### config.mk
export PLATFORM = sky130hd
export DESIGN_NAME = mesi_snoop_cache_flat
export DESIGN_NICKNAME = d
export VERILOG_FILES = /design/src/rtl/mesi_snoop_cache_if.sv /design/src/rtl/mesi_snoop_cache.sv /design/src/flat_wrapper.sv
export SDC_FILE = /design/constraint.sdc
export NUM_CORES = 1
export LEC_CHECK = 0
export BUFFER_PORTS_ARGS = -buffer_cell sky130_fd_sc_hd__buf_4
export CAP_MARGIN = 20
export CORE_MARGIN = 2
export CORE_UTILIZATION = 48
export CTS_BUF_LIST = sky130_fd_sc_hd__clkbuf_4 sky130_fd_sc_hd__clkbuf_8
export DETAILED_ROUTE_END_ITERATION = 10
export PLACE_DENSITY = 0.76
export SLEW_MARGIN = 15
export SYNTH_ARGS = -nofsm -noshare
export SYNTH_HDL_FRONTEND = slang
export SYNTH_SLANG_ARGS = --single-unit
### constraint.sdc
create_clock -name clock -period 5.5 [get_ports clock]
set_input_delay 0.55 -clock clock [delete_from_list [all_inputs] [get_ports clock]]
set_output_delay 0.55 -clock clock [all_outputs]
set_load 0.02 [all_outputs]
### src/rtl/mesi_snoop_cache_if.sv
`default_nettype none
// ============================================================================
// Module   : mesi_snoop_cache_if
// Purpose  : CPU handshake, bus-master and snoop signals of one MESI cache.
//            The cache controller uses the master view. The core/bus side
//            uses the slave view.
// Revision : 1.0 - initial release
// ============================================================================
interface mesi_snoop_cache_if #(
  parameter int ADDR_W = 12,
  parameter int DATA_W = 16
);
  // CPU side
  logic              cpu_req;
  logic              cpu_we;
  logic [ADDR_W-1:0] cpu_addr;
  logic [DATA_W-1:0] cpu_wdata;
  logic              cpu_ready;
  logic              cpu_hit;
  logic [DATA_W-1:0] cpu_rdata;
  // bus-master side
  logic              bus_req;
  logic              bus_gnt;
  logic [1:0]        bus_cmd;
  logic [ADDR_W-1:0] bus_addr;
  logic              bus_wb;
  logic [DATA_W-1:0] bus_wb_data;
  logic              fill_valid;
  logic [DATA_W-1:0] fill_data;
  logic              fill_shared;
  // snoop side
  logic              snp_valid;
  logic [1:0]        snp_cmd;
  logic [ADDR_W-1:0] snp_addr;
  logic              snp_hit;
  logic              snp_supply;
  logic [DATA_W-1:0] snp_data;

  modport master (
    input  cpu_req, cpu_we, cpu_addr, cpu_wdata,
    output cpu_ready, cpu_hit, cpu_rdata,
    output bus_req, bus_cmd, bus_addr, bus_wb, bus_wb_data,
    input  bus_gnt, fill_valid, fill_data, fill_shared,
    input  snp_valid, snp_cmd, snp_addr,
    output snp_hit, snp_supply, snp_data
  );

  modport slave (
    output cpu_req, cpu_we, cpu_addr, cpu_wdata,
    input  cpu_ready, cpu_hit, cpu_rdata,
    input  bus_req, bus_cmd, bus_addr, bus_wb, bus_wb_data,
    output bus_gnt, fill_valid, fill_data, fill_shared,
    output snp_valid, snp_cmd, snp_addr,
    input  snp_hit, snp_supply, snp_data
  );
endinterface
`default_nettype wire

### src/rtl/mesi_snoop_cache.sv
`default_nettype none
// ============================================================================
// Module   : mesi_snoop_cache
// Purpose  : Direct-mapped private cache controller with MESI snooping.
//            A CPU FSM handles lookup, victim write-back, bus request and
//            fill. The snoop port is serviced every cycle in parallel.
// Revision : 1.0 - initial release
// ============================================================================
module mesi_snoop_cache #(
  parameter int ADDR_W = 12,
  parameter int DATA_W = 16,
  parameter int LINES  = 4,
  parameter int IDX_W  = $clog2(LINES)
) (
  input  wire logic           clock,
  input  wire logic           reset,
  mesi_snoop_cache_if.master  cache_if
);

  localparam logic [1:0] c_ST_I = 2'd0;
  localparam logic [1:0] c_ST_S = 2'd1;
  localparam logic [1:0] c_ST_E = 2'd2;
  localparam logic [1:0] c_ST_M = 2'd3;

  localparam logic [1:0] c_CMD_NONE = 2'd0;
  localparam logic [1:0] c_CMD_RD   = 2'd1;
  localparam logic [1:0] c_CMD_WR   = 2'd2;
  localparam logic [1:0] c_CMD_INV  = 2'd3;

  typedef enum logic [2:0] {
    FSM_IDLE   = 3'd0,
    FSM_LOOKUP = 3'd1,
    FSM_WB     = 3'd2,
    FSM_BUSREQ = 3'd3,
    FSM_FILL   = 3'd4
  } fsm_t;

  fsm_t              r_fsm, w_fsm_nxt;
  logic [1:0]        r_lstate [LINES];
  logic [ADDR_W-1:0] r_tag    [LINES];
  logic [DATA_W-1:0] r_data   [LINES];

  logic              r_we;
  logic [ADDR_W-1:0] r_addr;
  logic [DATA_W-1:0] r_wdata;
  logic [1:0]        r_cmd;
  logic              r_ready;
  logic              r_hit;
  logic [DATA_W-1:0] r_rdata;

  logic [IDX_W-1:0]  w_idx, w_sidx;
  logic [1:0]        w_cur_state;
  logic              w_hit;
  logic              w_gnt_wb, w_gnt_cmd;
  logic              w_snp_hit_cur;

  logic              w_latch, w_ready_nxt, w_hit_nxt, w_rdata_ld;
  logic [DATA_W-1:0] w_rdata_nxt;
  logic [1:0]        w_cmd_nxt;
  logic              w_line_wr;
  logic [1:0]        w_line_state;
  logic [ADDR_W-1:0] w_line_tag;
  logic [DATA_W-1:0] w_line_data;

  logic [ADDR_W-1:0] w_eff_tag;
  logic [1:0]        w_eff_state;
  logic              w_snp_upd;
  logic [1:0]        w_snp_state;

  assign w_idx         = r_addr[IDX_W-1:0];
  assign w_sidx        = cache_if.snp_addr[IDX_W-1:0];
  assign w_cur_state   = r_lstate[w_idx];
  assign w_hit         = (r_tag[w_idx] == r_addr) && (w_cur_state != c_ST_I);
  assign w_gnt_wb      = (r_fsm == FSM_WB) && cache_if.bus_gnt;
  assign w_gnt_cmd     = (r_fsm == FSM_BUSREQ) && cache_if.bus_gnt;
  // Snoop response reflects the line as it is before this edge's updates
  assign w_snp_hit_cur = cache_if.snp_valid && (r_tag[w_sidx] == cache_if.snp_addr) &&
                         (r_lstate[w_sidx] != c_ST_I);

  assign cache_if.snp_hit     = w_snp_hit_cur;
  assign cache_if.snp_supply  = w_snp_hit_cur && (r_lstate[w_sidx] == c_ST_M);
  assign cache_if.snp_data    = w_snp_hit_cur ? r_data[w_sidx] : '0;

  assign cache_if.bus_req     = (r_fsm == FSM_WB) || (r_fsm == FSM_BUSREQ);
  assign cache_if.bus_cmd     = w_gnt_cmd ? r_cmd : c_CMD_NONE;
  assign cache_if.bus_addr    = w_gnt_wb ? r_tag[w_idx] : (w_gnt_cmd ? r_addr : '0);
  assign cache_if.bus_wb      = w_gnt_wb;
  assign cache_if.bus_wb_data = w_gnt_wb ? r_data[w_idx] : '0;

  assign cache_if.cpu_ready   = r_ready;
  assign cache_if.cpu_hit     = r_hit;
  assign cache_if.cpu_rdata   = r_rdata;

  // FSM state register
  always_ff @(posedge clock) begin
    if (reset) r_fsm <= FSM_IDLE;
    else       r_fsm <= w_fsm_nxt;
  end

  // Next-state, CPU completion and line-update decisions of the CPU FSM
  always_comb begin
    w_fsm_nxt    = r_fsm;
    w_latch      = 1'b0;
    w_ready_nxt  = 1'b0;
    w_hit_nxt    = 1'b0;
    w_rdata_ld   = 1'b0;
    w_rdata_nxt  = r_data[w_idx];
    w_cmd_nxt    = r_cmd;
    w_line_wr    = 1'b0;
    w_line_state = w_cur_state;
    w_line_tag   = r_tag[w_idx];
    w_line_data  = r_data[w_idx];
    case (r_fsm)
      FSM_IDLE: begin
        if (cache_if.cpu_req) begin
          w_latch   = 1'b1;
          w_fsm_nxt = FSM_LOOKUP;
        end
      end
      FSM_LOOKUP: begin
        // A concurrent snoop may change this line, so wait for it to land
        if (!cache_if.snp_valid) begin
          if (w_hit) begin
            if (!r_we) begin
              w_ready_nxt = 1'b1;
              w_hit_nxt   = 1'b1;
              w_rdata_ld  = 1'b1;
              w_fsm_nxt   = FSM_IDLE;
            end else if (w_cur_state == c_ST_S) begin
              w_cmd_nxt = c_CMD_INV;
              w_fsm_nxt = FSM_BUSREQ;
            end else begin
              w_line_wr    = 1'b1;
              w_line_state = c_ST_M;
              w_line_data  = r_wdata;
              w_ready_nxt  = 1'b1;
              w_hit_nxt    = 1'b1;
              w_fsm_nxt    = FSM_IDLE;
            end
          end else begin
            w_cmd_nxt = r_we ? c_CMD_WR : c_CMD_RD;
            w_fsm_nxt = (w_cur_state == c_ST_M) ? FSM_WB : FSM_BUSREQ;
          end
        end
      end
      FSM_WB: begin
        if (cache_if.bus_gnt) begin
          w_line_wr    = 1'b1;
          w_line_state = c_ST_I;
          w_fsm_nxt    = FSM_BUSREQ;
        end
      end
      FSM_BUSREQ: begin
        if (cache_if.bus_gnt) begin
          if (r_cmd == c_CMD_INV) begin
            w_line_wr    = 1'b1;
            w_line_state = c_ST_M;
            w_line_data  = r_wdata;
            w_ready_nxt  = 1'b1;
            w_fsm_nxt    = FSM_IDLE;
          end else begin
            w_fsm_nxt = FSM_FILL;
          end
        end else if ((r_cmd == c_CMD_INV) && w_snp_hit_cur && (cache_if.snp_addr == r_addr) &&
                     ((cache_if.snp_cmd == c_CMD_WR) || (cache_if.snp_cmd == c_CMD_INV))) begin
          // Our shared copy is being invalidated: an upgrade is no longer enough
          w_cmd_nxt = c_CMD_WR;
        end
      end
      FSM_FILL: begin
        if (cache_if.fill_valid) begin
          w_line_wr    = 1'b1;
          w_line_tag   = r_addr;
          w_line_state = r_we ? c_ST_M : (cache_if.fill_shared ? c_ST_S : c_ST_E);
          w_line_data  = r_we ? r_wdata : cache_if.fill_data;
          w_ready_nxt  = 1'b1;
          w_rdata_ld   = !r_we;
          w_rdata_nxt  = cache_if.fill_data;
          w_fsm_nxt    = FSM_IDLE;
        end
      end
      default: w_fsm_nxt = FSM_IDLE;
    endcase
  end

  // Snoop transition, evaluated on the line as it stands after any CPU-side update
  always_comb begin
    w_eff_tag   = r_tag[w_sidx];
    w_eff_state = r_lstate[w_sidx];
    if (w_line_wr && (w_idx == w_sidx)) begin
      w_eff_tag   = w_line_tag;
      w_eff_state = w_line_state;
    end
    w_snp_upd   = 1'b0;
    w_snp_state = w_eff_state;
    if (cache_if.snp_valid && (w_eff_tag == cache_if.snp_addr) && (w_eff_state != c_ST_I)) begin
      case (cache_if.snp_cmd)
        c_CMD_RD: begin
          if ((w_eff_state == c_ST_M) || (w_eff_state == c_ST_E)) begin
            w_snp_upd   = 1'b1;
            w_snp_state = c_ST_S;
          end
        end
        c_CMD_WR: begin
          w_snp_upd   = 1'b1;
          w_snp_state = c_ST_I;
        end
        c_CMD_INV: begin
          if (w_eff_state == c_ST_S) begin
            w_snp_upd   = 1'b1;
            w_snp_state = c_ST_I;
          end
        end
        default: w_snp_upd = 1'b0;
      endcase
    end
  end

  // Line storage: CPU update first, snoop transition wins on the state field
  always_ff @(posedge clock) begin
    if (reset) begin
      for (int i = 0; i < LINES; i++) begin
        r_lstate[i] <= c_ST_I;
        r_tag[i]    <= '0;
        r_data[i]   <= '0;
      end
    end else begin
      if (w_line_wr) begin
        r_lstate[w_idx] <= w_line_state;
        r_tag[w_idx]    <= w_line_tag;
        r_data[w_idx]   <= w_line_data;
      end
      if (w_snp_upd) r_lstate[w_sidx] <= w_snp_state;
    end
  end

  // Latched CPU request, pending bus command and registered CPU outputs
  always_ff @(posedge clock) begin
    if (reset) begin
      r_we    <= 1'b0;
      r_addr  <= '0;
      r_wdata <= '0;
      r_cmd   <= c_CMD_NONE;
      r_ready <= 1'b0;
      r_hit   <= 1'b0;
      r_rdata <= '0;
    end else begin
      if (w_latch) begin
        r_we    <= cache_if.cpu_we;
        r_addr  <= cache_if.cpu_addr;
        r_wdata <= cache_if.cpu_wdata;
      end
      r_cmd   <= w_cmd_nxt;
      r_ready <= w_ready_nxt;
      r_hit   <= w_hit_nxt;
      if (w_rdata_ld) r_rdata <= w_rdata_nxt;
    end
  end

endmodule
`default_nettype wire
### src/flat_wrapper.sv
// flat-port wrapper written by rule: the top's interface ports become plain ports
module mesi_snoop_cache_flat 
#(
  parameter int ADDR_W = 12,
  parameter int DATA_W = 16,
  parameter int LINES  = 4,
  parameter int IDX_W  = $clog2(LINES)
)
  (clock, reset, cache_if_cpu_req, cache_if_cpu_we, cache_if_cpu_addr, cache_if_cpu_wdata, cache_if_cpu_ready, cache_if_cpu_hit, cache_if_cpu_rdata, cache_if_bus_req, cache_if_bus_cmd, cache_if_bus_addr, cache_if_bus_wb, cache_if_bus_wb_data, cache_if_bus_gnt, cache_if_fill_valid, cache_if_fill_data, cache_if_fill_shared, cache_if_snp_valid, cache_if_snp_cmd, cache_if_snp_addr, cache_if_snp_hit, cache_if_snp_supply, cache_if_snp_data);
  mesi_snoop_cache_if #(.ADDR_W(ADDR_W), .DATA_W(DATA_W)) cache_if_i ();
  input  wire logic clock;
  input  wire logic reset;
  input wire logic [$bits(cache_if_i.cpu_req)-1:0] cache_if_cpu_req;
  input wire logic [$bits(cache_if_i.cpu_we)-1:0] cache_if_cpu_we;
  input wire logic [$bits(cache_if_i.cpu_addr)-1:0] cache_if_cpu_addr;
  input wire logic [$bits(cache_if_i.cpu_wdata)-1:0] cache_if_cpu_wdata;
  output wire logic [$bits(cache_if_i.cpu_ready)-1:0] cache_if_cpu_ready;
  output wire logic [$bits(cache_if_i.cpu_hit)-1:0] cache_if_cpu_hit;
  output wire logic [$bits(cache_if_i.cpu_rdata)-1:0] cache_if_cpu_rdata;
  output wire logic [$bits(cache_if_i.bus_req)-1:0] cache_if_bus_req;
  output wire logic [$bits(cache_if_i.bus_cmd)-1:0] cache_if_bus_cmd;
  output wire logic [$bits(cache_if_i.bus_addr)-1:0] cache_if_bus_addr;
  output wire logic [$bits(cache_if_i.bus_wb)-1:0] cache_if_bus_wb;
  output wire logic [$bits(cache_if_i.bus_wb_data)-1:0] cache_if_bus_wb_data;
  input wire logic [$bits(cache_if_i.bus_gnt)-1:0] cache_if_bus_gnt;
  input wire logic [$bits(cache_if_i.fill_valid)-1:0] cache_if_fill_valid;
  input wire logic [$bits(cache_if_i.fill_data)-1:0] cache_if_fill_data;
  input wire logic [$bits(cache_if_i.fill_shared)-1:0] cache_if_fill_shared;
  input wire logic [$bits(cache_if_i.snp_valid)-1:0] cache_if_snp_valid;
  input wire logic [$bits(cache_if_i.snp_cmd)-1:0] cache_if_snp_cmd;
  input wire logic [$bits(cache_if_i.snp_addr)-1:0] cache_if_snp_addr;
  output wire logic [$bits(cache_if_i.snp_hit)-1:0] cache_if_snp_hit;
  output wire logic [$bits(cache_if_i.snp_supply)-1:0] cache_if_snp_supply;
  output wire logic [$bits(cache_if_i.snp_data)-1:0] cache_if_snp_data;
  assign cache_if_i.cpu_req = cache_if_cpu_req;
  assign cache_if_i.cpu_we = cache_if_cpu_we;
  assign cache_if_i.cpu_addr = cache_if_cpu_addr;
  assign cache_if_i.cpu_wdata = cache_if_cpu_wdata;
  assign cache_if_cpu_ready = cache_if_i.cpu_ready;
  assign cache_if_cpu_hit = cache_if_i.cpu_hit;
  assign cache_if_cpu_rdata = cache_if_i.cpu_rdata;
  assign cache_if_bus_req = cache_if_i.bus_req;
  assign cache_if_bus_cmd = cache_if_i.bus_cmd;
  assign cache_if_bus_addr = cache_if_i.bus_addr;
  assign cache_if_bus_wb = cache_if_i.bus_wb;
  assign cache_if_bus_wb_data = cache_if_i.bus_wb_data;
  assign cache_if_i.bus_gnt = cache_if_bus_gnt;
  assign cache_if_i.fill_valid = cache_if_fill_valid;
  assign cache_if_i.fill_data = cache_if_fill_data;
  assign cache_if_i.fill_shared = cache_if_fill_shared;
  assign cache_if_i.snp_valid = cache_if_snp_valid;
  assign cache_if_i.snp_cmd = cache_if_snp_cmd;
  assign cache_if_i.snp_addr = cache_if_snp_addr;
  assign cache_if_snp_hit = cache_if_i.snp_hit;
  assign cache_if_snp_supply = cache_if_i.snp_supply;
  assign cache_if_snp_data = cache_if_i.snp_data;
  mesi_snoop_cache #(.ADDR_W(ADDR_W), .DATA_W(DATA_W), .LINES(LINES), .IDX_W(IDX_W)) u_core (.clock(clock), .reset(reset), .cache_if(cache_if_i));
endmodule
==> Yosys cells after proc, flatten, opt, wreduce, memory -nomap -nowiden <==
Memory sizes are Yosys's and may differ from the RTL's. A register that Yosys moved wholly into a read port is not among the register bits.
Index checks and enable logic that the tools add are counted.
{ "word_totals": {"in_bits": 66, "reg_bits": 52, "output_inout_bits": 68, "ram_bits": 120, "wordCells": 172, "n_memories": 3} }
{ "op_classes": {"eq_ne": 28, "n_reduce_logical": 28, "muxes": 104, "bitwise": 1} }
{ "memory_table": {"columns": ["name", "depth", "word_bits", "read_ports", "rd_clocked_by_memory_dff", "write_ports", "line_no", "rtl"], "rows": [
  ["u_core.r_data", 4, 16, 2, 1, 4, "mesi_snoop_cache.sv:41", "logic [DATA_W-1:0] r_data [LINES];"],
  ["u_core.r_tag", 4, 12, 2, 1, 4, "mesi_snoop_cache.sv:40", "logic [ADDR_W-1:0] r_tag [LINES];"],
  ["u_core.r_lstate", 4, 2, 2, 1, 4, "mesi_snoop_cache.sv:39", "logic [1:0] r_lstate [LINES];"]
]} }
{ "op_table": {"columns": ["operator", "count"], "rows": [
  ["two-way mux 16 bit", 13],
  ["two-way mux 12 bit", 6],
  ["two-way mux 2 bit", 35],
  ["== test 12 bit", 4],
  ["case mux 16 bit (3 select lines)", 1],
  ["two-way mux 1 bit", 33],
  ["two-way mux 3 bit", 8],
  ["OR reduction 16 bit", 1],
  ["case mux 3 bit (5 select lines)", 1],
  ["== test 2 bit (second input constant)", 7],
  ["!= test 2 bit (second input constant)", 7],
  ["logical AND 1 bit", 12],
  ["OR reduction 12 bit", 1],
  ["case mux 2 bit (4 select lines)", 1],
  ["nonzero test 2 bit", 4],
  ["== test 2 x 1 -> 1 bit (second input constant)", 3],
  ["== test 3 x 2 -> 1 bit (second input constant)", 2],
  ["case mux 1 bit (3 select lines)", 2],
  ["case mux 2 bit (3 select lines)", 1],
  ["AND reduction 6 bit", 1],
  ["OR reduction 2 bit", 3],
  ["AND reduction 5 bit", 1],
  ["case mux 1 bit (4 select lines)", 1],
  ["case mux 2 bit (2 select lines)", 1],
  ["10 further kinds", 12]
]} }

==> Depth between registers and ports, before layout <==
{ "logic_depth": {"word_depth": 18, "depth_mapped": 13, "depth_no_buf": 11} }

==> Worst setup path after synthesis <==
OpenSTA, ideal clock, no wires.
{ "synth_timing": {"kind": "reg-to-reg", "start": "register with a tool-made name", "end": "memory u_core.r_lstate[3][0], enable pin", "setup_time_ns": 0.302, "path_buffers": 2, "required_time_ns": 5.198, "stages_incl_launch_ff": 10, "t_arrival_ns": 3.746, "slack_ns": 1.452, "cell_sequence": "dfxtp_1 > buf_2 > clkbuf_1 > mux4_2 > xnor2_2 > nand4_1 > nor4_4 > nor2_1 > o21bai_1 > nand2b_1"} }
{ "synth_lines": {"columns": ["element", "line_no"], "rows": [
  ["end: declaration", "mesi_snoop_cache.sv:39"]
]} }

==> impl_metrics.json <==
{
  "status": "complete, no violations",
  "worstSkewPairLatency_ns": 0.47,
  "ir_drop_mv": 0.157,
  "fp.dieW_um": 148,
  "synthCells": 899,
  "syn-num-nets": 965,
  "postPlaceCellArea_sq_um": 11100,
  "die-height_um": 148,
  "drive_above_1_share_pct": 27.2,
  "cts_setup_buffers": 0,
  "num_vias": 7961,
  "vias_per_cell": 6.20,
  "finalHoldViolations": 0,
  "cap_violations": 0,
  "power_density_nw_per_um2": 251,
  "grt_first_pass_wirelength_um": 44000,
  "ys_types": 75,
  "num_rows": 52,
  "place.gp.congestion": 0.952,
  "drt_pass1_iterations": 6,
  "synth_area_leaders": "edfxtp_1, mux4_2, dfxtp_1",
  "ys.flop_type": "edfxtp_1",
  "p_leak_nw": 4.40,
  "antenna_found_initial": 0,
  "grt_use_total_pct": 26.5,
  "cts-root-buf": "clkbuf_8",
  "ff2ff_path_depth": 11,
  "seqPwrFrac_pct": 52.1,
  "design_area_sq_um": 11500,
  "pwr-share-comb_pct": 17.0,
  "yosysSeqAreaShare_pct": 47.2,
  "yosysWarnings": 0,
  "arrival_ns": 4.82,
  "hold_path.class": "in -> reg",
  "routed_wl_um": 28800,
  "rr_endpoint": "u_core.r_data[1][5]",
  "wl_per_cell_um": 22.4,
  "crit_end": "u_core.r_data[1][5]",
  "path_clk_slew_ns": 0.10,
  "hpwl_um": 20400,
  "drt_iter0_markers": 1109,
  "p_clk_share_pct": 30.9,
  "max_slew.worst_pin.slew_ns": 1.18,
  "yosys.area.top_type": "edfxtp_1",
  "cts.sinks": 174,
  "antenna_left": 0,
  "avgSynthCellArea_sq_um": 11.0,
  "worstPathRequired_ns": 5.67,
  "cts_tree": "done",
  "p_int_mw": 2.04,
  "yosysMostFrequentCell": "nor2_1",
  "drv_slew": 0,
  "slew_headroom_pct": 20.7,
  "n_antenna_cell": 0,
  "synthTopCellsByCount": "nor2_1, edfxtp_1, nand2_1",
  "overflow": 0,
  "die-area_sq_um": 21800,
  "end_kind": "flip-flop",
  "grt_pass1_vias": 7633,
  "cts_hold_buf": 0,
  "fin_tns_setup_ns": 0,
  "nets": 1067,
  "h-tree-depth": 4,
  "netlist_area_sq_um": 9920,
  "synth-edff-count": 120,
  "crit_type": "reg -> reg",
  "startpoint_type": "flip-flop",
  "io_pins": 134,
  "clk_path_buf_depth": 2,
  "synth_top_area_share_pct": 36.3,
  "reg2reg_slack_ns": 0.84,
  "cp_max_fo": 27,
  "finalCritPeriodShare_pct": 84.7,
  "period_minus_slack_ns": 4.66,
  "initial_core_util_pct": 49.0,
  "finalHoldWorstSlack_ns": 0.323,
  "p_sw_uw": 859,
  "finClkSkew_ns": 0.0150,
  "drc": 0,
  "port-buffer-count": 133,
  "setup_viol": 0,
  "fillers": 1671,
  "switching_share_pct": 29.6,
  "power_mw": 2.90,
  "core_area_sq_um": 20200,
  "synth-seq-cells": 174,
  "fmax_ghz": 0.215,
  "cts_buffers": 17,
  "grt_max_degree": 59,
  "syn_to_final_growth_pct": 16.4,
  "cts-resized-gates": 0,
  "async_reset_ff_share_pct": 0,
  "rsz0062_at_grt": "no"
}
## cell families after synthesis
logic type             after synthesis  synth area share (%)
AND/OR/NAND/NOR                    387                  19.2
flip-flops                         174                  47.2
AO/OA/AOI/OAI                      125                  9.72
buffers and inverters               93                  3.90
multiplexers                        87                  16.4
XOR/XNOR                            33                  3.52
## layout make-up
cell class	instances	area, sq um	area share (%)
clock inverter	15	155	1.34
multi-input combinational	632	4870	42.2
tap	270	338	2.93
inverter	24	90.1	0.780
timing repair buffer	152	1160	10.1
sequential	174	4690	40.6
clock buffer	17	234	2.03
## metal layers
metal	track usage (%)	vias to the layer above	wire length, um
met2	39.8	491	13100
met5	0	-	0
met3	5.62	59	3310
met4	10.8	0	956
li1	-	3543	-
met1	37.7	3868	11400
## power groups by stage
| stage | logic, mW | clock network (mW) | registers, mW |
|---|---|---|---|
| floorplan | 0.341 | 0 | 1.50 |
| global placement | 0.476 | 0 | 1.53 |
| detailed placement | 0.483 | 0 | 1.54 |
| CTS | 0.484 | 0.902 | 1.51 |
| global route | 0.527 | 0.947 | 1.52 |
| finish | 0.493 | 0.895 | 1.51 |
## worst min path at each step
stage,start,end,cells after the start
after CTS,cache_if_cpu_addr[9],u_core.r_addr[9],3
after detailed placement,u_core.r_wdata[2],u_core.r_wdata[2],2
after global placement,u_core.r_wdata[3],u_core.r_wdata[3],2
final,cache_if_cpu_addr[6],u_core.r_addr[6],3
after floorplan,u_core.r_wdata[15],u_core.r_wdata[15],2
after global routing,cache_if_cpu_wdata[10],u_core.r_wdata[10],3
## critical path, stage by stage (launching register included)
cell,delay [ns]
dfxtp_2,0.87
mux4_1,0.74
xnor2_1,0.28
nand4_1,0.18
nor4_4,0.29
buf_4,0.20
nor2_1,0.06
or2_1,0.40
buf_4,0.31
or3b_1,0.40
nand2b_1,0.31
buf_4,0.30
## metrics by stage
step                      setup WS, ns  std cells  util [%]
after CTS                        0.822       1283      57.0
after floorplan                   1.45        899         -
final                            0.843       1284      57.0
after global routing             0.522       1284      57.0
after global placement           0.904       1250      55.0
after detailed placement         0.849       1251      55.0
## layout by cell type, fill, tap and decap left out, types with 3 or more instances in the layout
cell / Yosys / final
a311oi_1: 17 / 17
nor3_1: 10 / 10
and2_1: 22 / 22
a21oi_1: 37 / 37
nand3_1: 8 / 8
inv_6: 0 / 3
mux2i_1: 28 / 28
nor2b_1: 22 / 22
and3_1: 7 / 7
nor2_1: 129 / 128
inv_8: 0 / 4
nand2_1: 108 / 108
nand2b_1: 16 / 16
mux4_2: 49 / 49
clkbuf_8: 0 / 17
buf_4: 0 / 149
nor3b_1: 5 / 5
nor4_1: 6 / 6
a22oi_1: 3 / 3
edfxtp_1: 120 / 120
nand4_1: 9 / 9
dfxtp_1: 54 / 53
xnor2_2: 8 / 8
a222oi_1: 16 / 16
xor2_1: 8 / 8
mux4_1: 9 / 9
nand4b_1: 4 / 4
inv_1: 24 / 24
o21ai_0: 4 / 4
a22o_1: 12 / 12
o32ai_1: 4 / 4
or2_2: 19 / 19
xnor2_1: 17 / 17
a211o_1: 4 / 4
## state kept, by name (all words and copies together), names as in the netlist, named ones only
| name | count |
|---|---|
| u_core.r_data | 64 |
| u_core.r_tag | 48 |
| u_core.cache_if.cpu_rdata | 16 |
| u_core.r_wdata | 16 |
| u_core.r_addr | 12 |
| u_core.r_lstate | 8 |
| u_core.r_fsm | 3 |
| u_core.r_cmd | 2 |
| u_core.cache_if.cpu_hit | 1 |
| u_core.cache_if.cpu_ready | 1 |
| u_core.r_we | 1 |
(Power assumes the default switching activity.)
